<file path="src/rtl/cronometro_pkg.sv">
// Shared definitions for the stopwatch run/pause/clear sequencer.
// Optional lap feature is enabled by defining CRONOMETRO_LAP_EN.
package cronometro_pkg;

  // Sequencer states, 2-bit encoding; CLEAR is the reset state.
  typedef enum logic [1:0] {
    ST_CLEAR = 2'b00,
    ST_RUN   = 2'b01,
    ST_PAUSE = 2'b10,
    ST_HALT  = 2'b11
  } state_e;

  // Depth of every switch synchronizer.
  localparam int SYNC_STAGES = 2;

  // True in the states where the lap switch is allowed to toggle the hold.
  function automatic logic lap_allowed(input state_e st);
    return (st == ST_RUN) || (st == ST_PAUSE);
  endfunction

endpackage

</file>
<file path="src/rtl/sincronizador.sv">
// Multi-flop synchronizer for an asynchronous board switch.
// Synchronous active-high reset clears every stage to 0.
module sincronizador
  import cronometro_pkg::*;
#(
  parameter int STAGES = SYNC_STAGES
) (
  input  logic clock,
  input  logic reset,
  input  logic async_i,
  output logic sync_o
);

  logic [STAGES-1:0] sync_q;
  logic [STAGES-1:0] sync_d;

  // Shift the raw switch level one stage further each cycle.
  always_comb begin
    sync_d = {sync_q[STAGES-2:0], async_i};
  end

  // Synchronizer stages, cleared by reset.
  always_ff @(posedge clock) begin
    if (reset) begin
      sync_q <= '0;
    end else begin
      sync_q <= sync_d;
    end
  end

  assign sync_o = sync_q[STAGES-1];

endmodule

</file>
<file path="src/rtl/cronometro_ctrl.sv">
// Run/pause/clear sequencer for the chained stopwatch digit counters.
// Synchronizes the switches, divides the clock into a one-cycle seconds
// tick, drives tick/clear into the first digit and watches the wrap carry.
// Define CRONOMETRO_LAP_EN to add the SW15 lap switch and lap_hold output.
module cronometro_ctrl
  import cronometro_pkg::*;
#(
  parameter int TICK_DIV     = 50000000,
  parameter int CNT_W        = 26,
  parameter int STOP_ON_WRAP = 0
) (
  input  logic clock,
  input  logic reset,
  input  logic SW16,
  input  logic SW17,
`ifdef CRONOMETRO_LAP_EN
  input  logic SW15,
  output logic lap_hold,
`endif
  input  logic wrap_in,
  output logic tick_en,
  output logic clr,
  output logic running,
  output logic halted
);

  localparam logic [CNT_W-1:0] CNT_TERM = CNT_W'(TICK_DIV - 1);
  localparam logic [CNT_W-1:0] CNT_ONE  = CNT_W'(1);
  localparam logic             STOP_EN  = (STOP_ON_WRAP != 0);

  logic s16;
  logic s17;

  state_e state_q;
  state_e state_d;

  logic [CNT_W-1:0] pres_q;
  logic [CNT_W-1:0] pres_d;
  logic             tick_q;
  logic             tick_d;
  logic             clr_q;
  logic             clr_d;
  logic             running_q;
  logic             running_d;
  logic             halted_q;
  logic             halted_d;

  sincronizador #(.STAGES(SYNC_STAGES)) u_sync_sw16 (
    .clock   (clock),
    .reset   (reset),
    .async_i (SW16),
    .sync_o  (s16)
  );

  sincronizador #(.STAGES(SYNC_STAGES)) u_sync_sw17 (
    .clock   (clock),
    .reset   (reset),
    .async_i (SW17),
    .sync_o  (s17)
  );

  // State register.
  always_ff @(posedge clock) begin
    if (reset) begin
      state_q <= ST_CLEAR;
    end else begin
      state_q <= state_d;
    end
  end

  // Next state; the clear switch always wins, the wrap stop beats pause.
  always_comb begin
    state_d = state_q;
    case (state_q)
      ST_CLEAR: begin
        if (s17) begin
          state_d = ST_CLEAR;
        end else if (s16) begin
          state_d = ST_PAUSE;
        end else begin
          state_d = ST_RUN;
        end
      end
      ST_RUN: begin
        if (s17) begin
          state_d = ST_CLEAR;
        end else if (STOP_EN && wrap_in) begin
          state_d = ST_HALT;
        end else if (s16) begin
          state_d = ST_PAUSE;
        end else begin
          state_d = ST_RUN;
        end
      end
      ST_PAUSE: begin
        if (s17) begin
          state_d = ST_CLEAR;
        end else if (!s16) begin
          state_d = ST_RUN;
        end else begin
          state_d = ST_PAUSE;
        end
      end
      ST_HALT: begin
        if (s17) begin
          state_d = ST_CLEAR;
        end else begin
          state_d = ST_HALT;
        end
      end
      default: begin
        state_d = ST_CLEAR;
      end
    endcase
  end

  // Prescaler and tick; the tick depends only on the current state, so a
  // second that completes on the same edge as a pause/clear still counts.
  // Pause and halt hold the count so a partial second survives a pause.
  always_comb begin
    pres_d = pres_q;
    tick_d = 1'b0;
    case (state_q)
      ST_RUN: begin
        if (pres_q == CNT_TERM) begin
          pres_d = '0;
          tick_d = 1'b1;
        end else begin
          pres_d = pres_q + CNT_ONE;
          tick_d = 1'b0;
        end
      end
      ST_PAUSE, ST_HALT: begin
        pres_d = pres_q;
      end
      ST_CLEAR: begin
        pres_d = '0;
      end
      default: begin
        pres_d = '0;
      end
    endcase
  end

  // Status outputs decoded from the next state so they line up with state_q.
  always_comb begin
    clr_d     = (state_d == ST_CLEAR);
    running_d = (state_d == ST_RUN);
    halted_d  = (state_d == ST_HALT);
  end

  // Prescaler and registered outputs.
  always_ff @(posedge clock) begin
    if (reset) begin
      pres_q    <= '0;
      tick_q    <= 1'b0;
      clr_q     <= 1'b1;
      running_q <= 1'b0;
      halted_q  <= 1'b0;
    end else begin
      pres_q    <= pres_d;
      tick_q    <= tick_d;
      clr_q     <= clr_d;
      running_q <= running_d;
      halted_q  <= halted_d;
    end
  end

  assign tick_en = tick_q;
  assign clr     = clr_q;
  assign running = running_q;
  assign halted  = halted_q;

`ifdef CRONOMETRO_LAP_EN
  logic s15;
  logic s15_prev_q;
  logic lap_q;
  logic lap_d;

  sincronizador #(.STAGES(SYNC_STAGES)) u_sync_sw15 (
    .clock   (clock),
    .reset   (reset),
    .async_i (SW15),
    .sync_o  (s15)
  );

  // Lap hold: cleared with the digits, toggled by a lap switch press while
  // counting or paused, otherwise held (including in HALT).
  always_comb begin
    if (state_d == ST_CLEAR) begin
      lap_d = 1'b0;
    end else if (lap_allowed(state_q) && s15 && !s15_prev_q) begin
      lap_d = !lap_q;
    end else begin
      lap_d = lap_q;
    end
  end

  // Lap edge detector and hold register.
  always_ff @(posedge clock) begin
    if (reset) begin
      s15_prev_q <= 1'b0;
      lap_q      <= 1'b0;
    end else begin
      s15_prev_q <= s15;
      lap_q      <= lap_d;
    end
  end

  assign lap_hold = lap_q;
`endif

endmodule

</file>
<file path="config.mk">
export PLATFORM = sky130hd
export DESIGN_NAME = cronometro_ctrl
export DESIGN_NICKNAME = d
export VERILOG_FILES = /design/src/rtl/cronometro_pkg.sv /design/src/rtl/sincronizador.sv /design/src/rtl/cronometro_ctrl.sv
export SDC_FILE = /design/constraint.sdc
export NUM_CORES = 1
export LEC_CHECK = 0
export CAP_MARGIN = 20
export CORE_ASPECT_RATIO = 1.4
export CORE_MARGIN = 5
export CORE_UTILIZATION = 32
export CTS_CLUSTER_SIZE = 30
export DETAILED_ROUTE_END_ITERATION = 7
export SYNTH_ARGS = -nofsm -noshare
export SYNTH_HDL_FRONTEND = slang
export SYNTH_SLANG_ARGS = --single-unit
export TNS_END_PERCENT = 1
</file>
<file path="constraint.sdc">
create_clock -name clock -period 2.05 [get_ports clock]
set_input_delay 0.3075 -clock clock [delete_from_list [all_inputs] [get_ports clock]]
set_output_delay 0.3075 -clock clock [all_outputs]
set_load 0.1 [all_outputs]
</file>
; Word level (Yosys, flattened, before mapping)
; Index checks and enable logic that the tools add are counted.
[word_totals]
ff_bits = 36
wordCells = 28
output_inout_bits = 4
inputBits = 5
[op_classes]
reduce_logical = 5
add_sub_neg = 1
bitwise = 1
muxes = 7
eq_ne = 6
[op_table]
columns = op, n
row1 = $pmux W26 S2, 1
row2 = $add A26 B1 Y26 const B, 1
row3 = $eq A26 B26 Y1 const B, 1
row4 = $mux W26, 1
row5 = $eq A2 B2 Y1 const B, 3
row6 = $mux W2, 3
row7 = $eq A2 B1 Y1 const B, 2
row8 = $logic_not A2 Y1, 2
row9 = $pmux W2 S2, 1
row10 = $reduce_or A2 Y1, 2
row11 = $reduce_or A3 Y1, 1
row12 = $mux W1, 1
row13 = $not A1 Y1, 1

; Depth between registers and ports, before layout
; Gate-level depths: netlist of the first run.
[logic_depth]
depth_word = 4
depth_mapped = 8
mapped_depth_nobuf = 6

; Cells and area by module
; Synthesis of the first run repeated with hierarchy kept, for this count alone.
[hier_totals]
cells_unflattened = 224
hier_area_um2 = 1931.9
[by_module_without_submodules]
columns = mod, n_inst, cells_each, area_each_um2, seq_area_each_um2
row1 = cronometro_ctrl, 1, 216, 1826.8, 640.6
row2 = sincronizador, 2, 4, 52.6, 40.0

; Worst setup path before layout of the first run
; No wires, ideal clock.
[synth_timing]
path_kind = register to register
start = register pres_q[11]
end = register pres_q[20]
setup_time_ps = 134
t_required_ps = 1916
path_buffers = 2
path_slack_ps = 176
arrival_ps = 1740
stages_incl_launch_ff = 8
synth_period_minus_slack_ps = 1874
path_cell_list = dfxtp_1 buf_6 or4_4 nor4_4 a31oi_4 buf_6 a31oi_1 a31oi_1
[synth_between]
elab_chain_len = 3
elab_cells_between_ends = 4
classes_between = add/sub (1) / eq/ne (1) / mux (2)
[synth_rtl]
columns = element, line
row1 = from (decl), cronometro_ctrl.sv:37  ; logic [CNT_W-1:0] pres_q;
row2 = from (signal assigned), cronometro_ctrl.sv:161  ; pres_q <= pres_d;
row3 = $add A26 B1 Y26 or $eq A26 B26 Y1 (tied branches), "cronometro_ctrl.sv:129, cronometro_ctrl.sv:125"
row4 = $mux W26 (*), cronometro_ctrl.sv:125  ; if (pres_q == CNT_TERM) begin
row5 = $pmux W26 S2 (*), cronometro_ctrl.sv:123  ; case (state_q)
; Mark *: on every way between the ends. The rest lies on a longest branch, timed or not.
; A chain may end at the register's enable or synchronous reset.

; Worst setup path in the final report of the first run
[layout_timing]
start = register pres_q[10]
end = register pres_q[16]
; Same word-level chain as after synthesis.

==> results.sh, run 1 <==
export IMPL_fin_crit_sh=0.950
export IMPL_wl_mm=3.88
export IMPL_setup_viol=0
export IMPL_firstDrtPassIters=4
export IMPL_grt_pass1_vias=1473
export IMPL_hold_violations=0
export IMPL_gr_usage_all_layers=0.116
export IMPL_clkPwrFrac=0.429
export IMPL_rows=31
export IMPL_crit_family="simple AND/OR/NAND/NOR gates"
export IMPL_die_h_um=97.4
export IMPL_p_sw_uw=327
export IMPL_swShare=0.228
export IMPL_cts_tree="yes"
export IMPL_overflow=0
export IMPL_antenna_cells=0
export IMPL_finish_utilization=0.390
export IMPL_p_seq_frac=0.501
export IMPL_internal_power_uw=1110
export IMPL_core_area_mm2=0.00524
export IMPL_drtAntennaViolNets=0
export IMPL_die_x_um=72.5
export IMPL_status="finished clean"
export IMPL_cts_buffer_depth=2
export IMPL_cts_buffers=5
export IMPL_clk_latency_ns=0.29
export IMPL_dp_hpwl_mm=2.73
export IMPL_gp_congestion=0.790
export IMPL_via_per_inst=5.36
export IMPL_die_area_mm2=0.00706
export IMPL_drt_initial_drc_count=63
export IMPL_clock_sinks=36
export IMPL_cts_root_buf="clkbuf_8"
export IMPL_syn_area_per_cell_um2=8.49
export IMPL_final_cell_area_mm2=0.00204
export IMPL_vdd_drop_max_v=0.000380
export IMPL_crit_buf_inv=1
export IMPL_yosysSeqAreaShare=0.412
export IMPL_synth_edf_count=0
export IMPL_drive_gt1_frac=0.153
export IMPL_synthCells=206
export IMPL_async_flop_share=0
export IMPL_ys_types=41
export IMPL_routedWlPerCell_um=13.5
export IMPL_worstMarginPinSlew_ns=0.798
export IMPL_max_stage_delay_ns=0.55
export IMPL_finalNetCount=228
export IMPL_power_density_mw_per_mm2=703
export IMPL_vias=1545
export IMPL_fmax_ghz=0.513
export IMPL_syn_area_mm2=0.00175
export IMPL_pwr_share_comb=0.070
export IMPL_period_needed_ns=1.95
export IMPL_cts_setup_buffers=0
export IMPL_grt_pass1_wl_mm=6.51
export IMPL_cts_htree_levels=2
export IMPL_startpoint_type="register"
export IMPL_endpoint_kind="register"
export IMPL_drcViolationCount=0
export IMPL_cp_arrival_ns=2.12
export IMPL_synth_nets=213
export IMPL_multi_input_area_um2=933
export IMPL_rsz0062_at_grt="no"
export IMPL_power_total_uw=1440
export IMPL_antenna_found_initial=0
export IMPL_ios=9
export IMPL_synth_ff_type="dfxtp_1"
export IMPL_regArea_um2=722
export IMPL_critical_path_class="register to register"
export IMPL_post_dp_cell_area_mm2=0.00193
export IMPL_clock_skew_ns=0.00550
export IMPL_drv_cap=0
export IMPL_yosys_warnings=0
export IMPL_clk_pin_slew_worst_paths_ns=0.07
export IMPL_ys_ff_latch=36
export IMPL_grt_max_degree=35
export IMPL_fill_cells=556
export IMPL_tns_ns=0
export IMPL_cp_max_fo=34
export IMPL_io_buffers=7
export IMPL_worstPathCellList="or4_4 > nor4_4 > a31oi_4 > buf_12 > a41oi_1 > a31oi_1"
export IMPL_area_delta_synth_final_pct=16.8
export IMPL_slew_viol_final=0
export IMPL_initial_core_util=0.334
export IMPL_max_slew_margin=0.467
export IMPL_hp_class="register to register"
export IMPL_cp_slowest_cell="or4_4"
export IMPL_leakage_uw=0.000718
export IMPL_worst_ep_required_time_ns=2.23
## power groups by stage
stage,sequential [uW],clock [uW],combinational [uW]
after floorplan,758,0,51.3
after global placement,736,0,98.7
after detailed placement,736,0,100
after CTS,720,640,100
after global routing,722,661,108
final,720,616,100
## what timing repair did
action	4_1_cts	5_1_grt
hold buffers	0	0
resized for setup	0	2
endpoints found under the hold margin	0	0
endpoints found under the setup margin	0	2
## final timing paths
check | from | end | slack [ns] | cells after the start
max | pres_q[10] | pres_q[16] | 0.10 | 6
min | u_sync_sw16.sync_q[1] | state_q[0] | 0.43 | 1
max reg2reg | pres_q[10] | pres_q[16] | 0.10 | 6
min reg2reg | u_sync_sw16.sync_q[1] | state_q[0] | 0.43 | 1
## layer usage
layer  GRT usage  part of all wire
met1       0.124              0.44
met2       0.206              0.52
met3      0.0321             0.025
met4      0.0511             0.021
met5           0                 0
## cell usage after synthesis, types with 3 or more instances
library cell | n | share of area
dfxtp_1 | 36 | 0.41
nand2_1 | 22 | 0.047
a31oi_1 | 16 | 0.057
a21oi_1 | 14 | 0.040
nor2_1 | 14 | 0.030
nand3_1 | 13 | 0.037
nand4_1 | 9 | 0.032
clkbuf_1 | 6 | 0.013
nor2b_1 | 6 | 0.021
a22o_1 | 5 | 0.025
and3_1 | 5 | 0.018
inv_1 | 5 | 0.011
o21ai_0 | 5 | 0.014
xnor2_1 | 5 | 0.025
buf_6 | 4 | 0.026
nor4_1 | 4 | 0.014
nand2b_1 | 3 | 0.011
or2_2 | 3 | 0.011
## kinds of logic (layout without fill, tap and decap cells)
logic type	Yosys count	count (layout)	share of synthesized area
simple gates	94	94	0.296
compound gates	49	49	0.183
flops	36	36	0.412
buf+inv	18	34	0.0573
xor+xnor	5	5	0.0251
fa+ha+maj	2	2	0.0143
mux	2	2	0.0115
## layout make-up
class | instances | area share
Clock inverter | 2 | 0.0172
Clock buffer | 6 | 0.0355
Inverter | 5 | 0.00919
Multi-Input combinational cell | 152 | 0.457
Sequential cell | 36 | 0.354
Timing Repair Buffer | 21 | 0.0870
Tap cell | 66 | 0.0404
## registers in the layout, summed over array words and instances, names as in the netlist
register / count
state_q: 2
clr: 1
tick_en: 1
u_sync_sw17.sync_q: 2
halted: 1
running: 1
u_sync_sw16.sync_q: 2
pres_q: 26
## metrics by stage
stage / setup slack, ns / std cells / hold WS (ns)
floorplan: 0.176 / 206 / 0.409
global placement: 0.0871 / 280 / 0.416
detailed placement: 0.0805 / 280 / 0.424
CTS: 0.0639 / 288 / 0.436
global route: 0.00120 / 288 / 0.466
finish: 0.102 / 288 / 0.430
## cell usage in the layout (no fill, tap or decap), types with 2 or more instances in the layout
| master | synthesis | final |
|---|---|---|
| a21oi_1 | 14 | 14 |
| a22o_1 | 5 | 5 |
| a31oi_1 | 16 | 15 |
| a41oi_1 | 2 | 2 |
| and2_0 | 2 | 2 |
| and3_1 | 5 | 5 |
| and4_1 | 2 | 2 |
| buf_4 | 0 | 17 |
| clkbuf_8 | 0 | 5 |
| clkdlybuf4s50_1 | 0 | 3 |
| dfxtp_1 | 36 | 35 |
| ha_1 | 2 | 2 |
| inv_1 | 5 | 5 |
| mux2i_1 | 2 | 2 |
| nand2_1 | 22 | 22 |
| nand2b_1 | 3 | 3 |
| nand3_1 | 13 | 13 |
| nand4_1 | 9 | 9 |
| nor2_1 | 14 | 14 |
| nor2b_1 | 6 | 6 |
| nor3_1 | 2 | 2 |
| nor4_1 | 4 | 4 |
| o21ai_0 | 5 | 5 |
| o21ai_1 | 2 | 2 |
| o31a_1 | 2 | 2 |
| or2_2 | 3 | 3 |
| xnor2_1 | 5 | 5 |
No activity file was read; power rests on OpenSTA's default activity.
==> inputs of run 2 (changes only) <==
--- a/config.mk
+++ b/config.mk
@@ -5,6 +5,7 @@
 export SDC_FILE = /design/constraint.sdc
 export NUM_CORES = 1
 export LEC_CHECK = 0
+export ABC_AREA = 1
 export CAP_MARGIN = 20
 export CORE_ASPECT_RATIO = 1.4
 export CORE_MARGIN = 5
==> results.sh, run 2 <==
export IMPL_synth_edf_count=0
export IMPL_post_dp_cell_area_mm2=0.00218
export IMPL_async_flop_share=0
export IMPL_slew_viol_final=0
export IMPL_max_stage_delay_ns=0.50
export IMPL_final_common_cell="nand2_1"
export IMPL_cts_tree="yes"
export IMPL_finalNetCount=318
export IMPL_drcViolationCount=0
export IMPL_rows=34
export IMPL_synthTopCellsByCount="nand2_1 (87), dfxtp_1 (36), inv_1 (33), nor2_1 (29), a21oi_1 (26)"
export IMPL_yosys_warnings=0
export IMPL_clock_skew_ns=0.00266
export IMPL_io_buffers=7
export IMPL_yosys_cell_count_top_type="nand2_1"
export IMPL_grt_max_degree=28
export IMPL_clk_latency_ns=0.29
export IMPL_path_common_cell="nor2_2"
export IMPL_critical_path_class="register to register"
export IMPL_wl_mm=4.47
export IMPL_regArea_um2=721
export IMPL_initial_core_util=0.326
export IMPL_antenna_cells=0
export IMPL_most_common_layout_cells="nand2_1 (87), dfxtp_1 (36), inv_1 (33), nor2_1 (29), a21oi_1 (26)"
export IMPL_area_delta_synth_final_pct=13.3
export IMPL_min_from="u_sync_sw17.sync_q[0]"
export IMPL_die_area_mm2=0.00799
export IMPL_leakage_uw=0.000888
export IMPL_grt_pass1_wl_mm=7.79
export IMPL_hp_class="register to register"
export IMPL_worstMarginPinSlew_ns=0.609
export IMPL_cts_root_buf="clkbuf_8"
export IMPL_cts_buffer_depth=2
export IMPL_overflow=0
export IMPL_cp_arrival_ns=1.96
export IMPL_ios=9
export IMPL_routedWlPerCell_um=11.6
export IMPL_vias=1816
export IMPL_startpoint_type="register"
export IMPL_ys_types=29
export IMPL_dp_hpwl_mm=3.28
export IMPL_synth_nets=301
export IMPL_syn_area_mm2=0.00201
export IMPL_yosysTopAreaCellShare=0.359
export IMPL_gr_usage_all_layers=0.119
export IMPL_clk_pin_slew_worst_paths_ns=0.08
export IMPL_antenna_found_initial=0
export IMPL_cts_setup_buffers=0
export IMPL_die_h_um=104
export IMPL_cp_slowest_cell="a21oi_4"
export IMPL_worstPathCellList="ha_1 > nand3_2 > nor2_2 > nand2_1 > nor2_2 > a21oi_4 > o21ai_0 > a21oi_1"
export IMPL_max_slew_margin=0.593
export IMPL_ys_ff_latch=36
export IMPL_drtAntennaViolNets=0
export IMPL_multi_input_area_mm2=0.00110
export IMPL_vdd_drop_max_v=0.000244
export IMPL_synth_top_area_cell="dfxtp_1"
export IMPL_power_density_mw_per_mm2=587
export IMPL_synth_ff_type="dfxtp_1"
export IMPL_core_area_mm2=0.00617
export IMPL_r2r_start="pres_q[0]"
export IMPL_status="finished clean"
export IMPL_cp_max_fo=22
export IMPL_syn_area_per_cell_um2=6.83
export IMPL_clock_sinks=36
export IMPL_largest_register_ffs=26
export IMPL_fmax_ghz=0.576
export IMPL_synthTopCellsByArea="dfxtp_1 (36%), nand2_1 (16%), a21oi_1 (6.5%), inv_1 (6.2%), nor2_1 (5.4%)"
export IMPL_final_cell_area_mm2=0.00228
export IMPL_cts_buffers=5
export IMPL_rsz0062_at_grt="no"
export IMPL_worst_ep_required_time_ns=2.27
export IMPL_crit_start="pres_q[0]"
export IMPL_setup_viol=0
export IMPL_tns_ns=0
export IMPL_via_per_inst=4.73
export IMPL_die_x_um=77.0
export IMPL_worst_hold_slack_ns=0.409
export IMPL_largest_register="pres_q"
export IMPL_drive_gt1_frac=0.151
export IMPL_fill_cells=645
export IMPL_synthCells=294
export IMPL_hold_violations=0
export IMPL_drt_initial_drc_count=135
export IMPL_grt_pass1_vias=1731
export IMPL_fin_crit_sh=0.847
export IMPL_gp_congestion=0.905
export IMPL_firstDrtPassIters=4
export IMPL_cts_htree_levels=2
export IMPL_endpoint_kind="register"
export IMPL_yosysSeqAreaShare=0.359
export IMPL_drv_cap=0
export IMPL_period_needed_ns=1.74
-- run 2: cell types whose count changed in the layout (fill, tap and decap cells not counted), sizes merged, moves of 4 or more --
| cell | previous run | this run |
|---|---|---|
| nor2 | 14 | 39 |
| a31oi | 17 | 0 |
| nand3 | 13 | 23 |
| nand4 | 9 | 2 |
| a21oi | 14 | 27 |
| nor4 | 5 | 1 |
| nor2b | 6 | 0 |
| a22o | 5 | 0 |
| and3 | 5 | 0 |
| inv | 5 | 33 |
| xor2 | 0 | 8 |
| nand2 | 22 | 89 |
-- run 2: power by group --
part | internal (uW) | switching, uW | total [uW]
sequential | 710 | 4.34 | 714
combinational | 31.0 | 70.9 | 102
clock | 241 | 280 | 520
-- run 2: final cells by class --
class | count | share of cell area
Clock inverter | 3 | 0.0104
Multi-Input combinational cell | 216 | 0.483
Sequential cell | 36 | 0.316
Clock buffer | 5 | 0.0302
Timing Repair Buffer | 19 | 0.0659
Tap cell | 72 | 0.0396
Inverter | 33 | 0.0544
-- run 2: stage by stage --
step                      total power [uW]  setup slack [ns]  utilization  instances
after floorplan                        808             0.665            -        294
after global placement                 834           -0.0859        0.353        376
after detailed placement               834           -0.0734        0.353        376
after CTS                             1360             0.265        0.369        384
after global routing                  1390            0.0823        0.369        384
final                                 1340             0.313        0.369        384
-- run 2: cells by family (layout without fill, tap and decap cells) --
logic type,after synthesis,after routing,synth area share
AO/OA/AOI/OAI,37,37,0.0990
XOR/XNOR,12,12,0.0523
adder cells (fa/ha/maj),2,2,0.0125
buffers and inverters,42,60,0.0978
flip-flops,36,36,0.359
AND/OR/NAND/NOR,165,165,0.380
-- run 2: path summary, 6_finish.rpt --
check / to / slack (ns) / cells after the start
hold / removal: u_sync_sw17.sync_q[1] / 0.41 / 2
setup reg to reg: pres_q[8] / 0.31 / 8
setup / recovery: pres_q[8] / 0.31 / 8
hold reg to reg: u_sync_sw17.sync_q[1] / 0.41 / 2
-- run 2: what timing repair did --
action                     in CTS  in global routing
hold buffers                    0                  0
setup endpoints to repair       5                  0
gates resized for setup         1                  0
-- run 2: worst max-delay path, delay by kind of cell, from the launching register on --
family | cells | cell delay [ns]
simple gates | 4 | 0.31
fa+ha+maj | 1 | 0.20
flops | 1 | 0.32
compound gates | 3 | 0.84
-- run 2: per-layer routing --
layer  vias up  wire length (um)  global-route usage
met5         -                 0                   0
met4         0                94              0.0504
met3         8               159              0.0191
met2        31              2340               0.209
met1       819              1870               0.140
li1        958                 -                   -
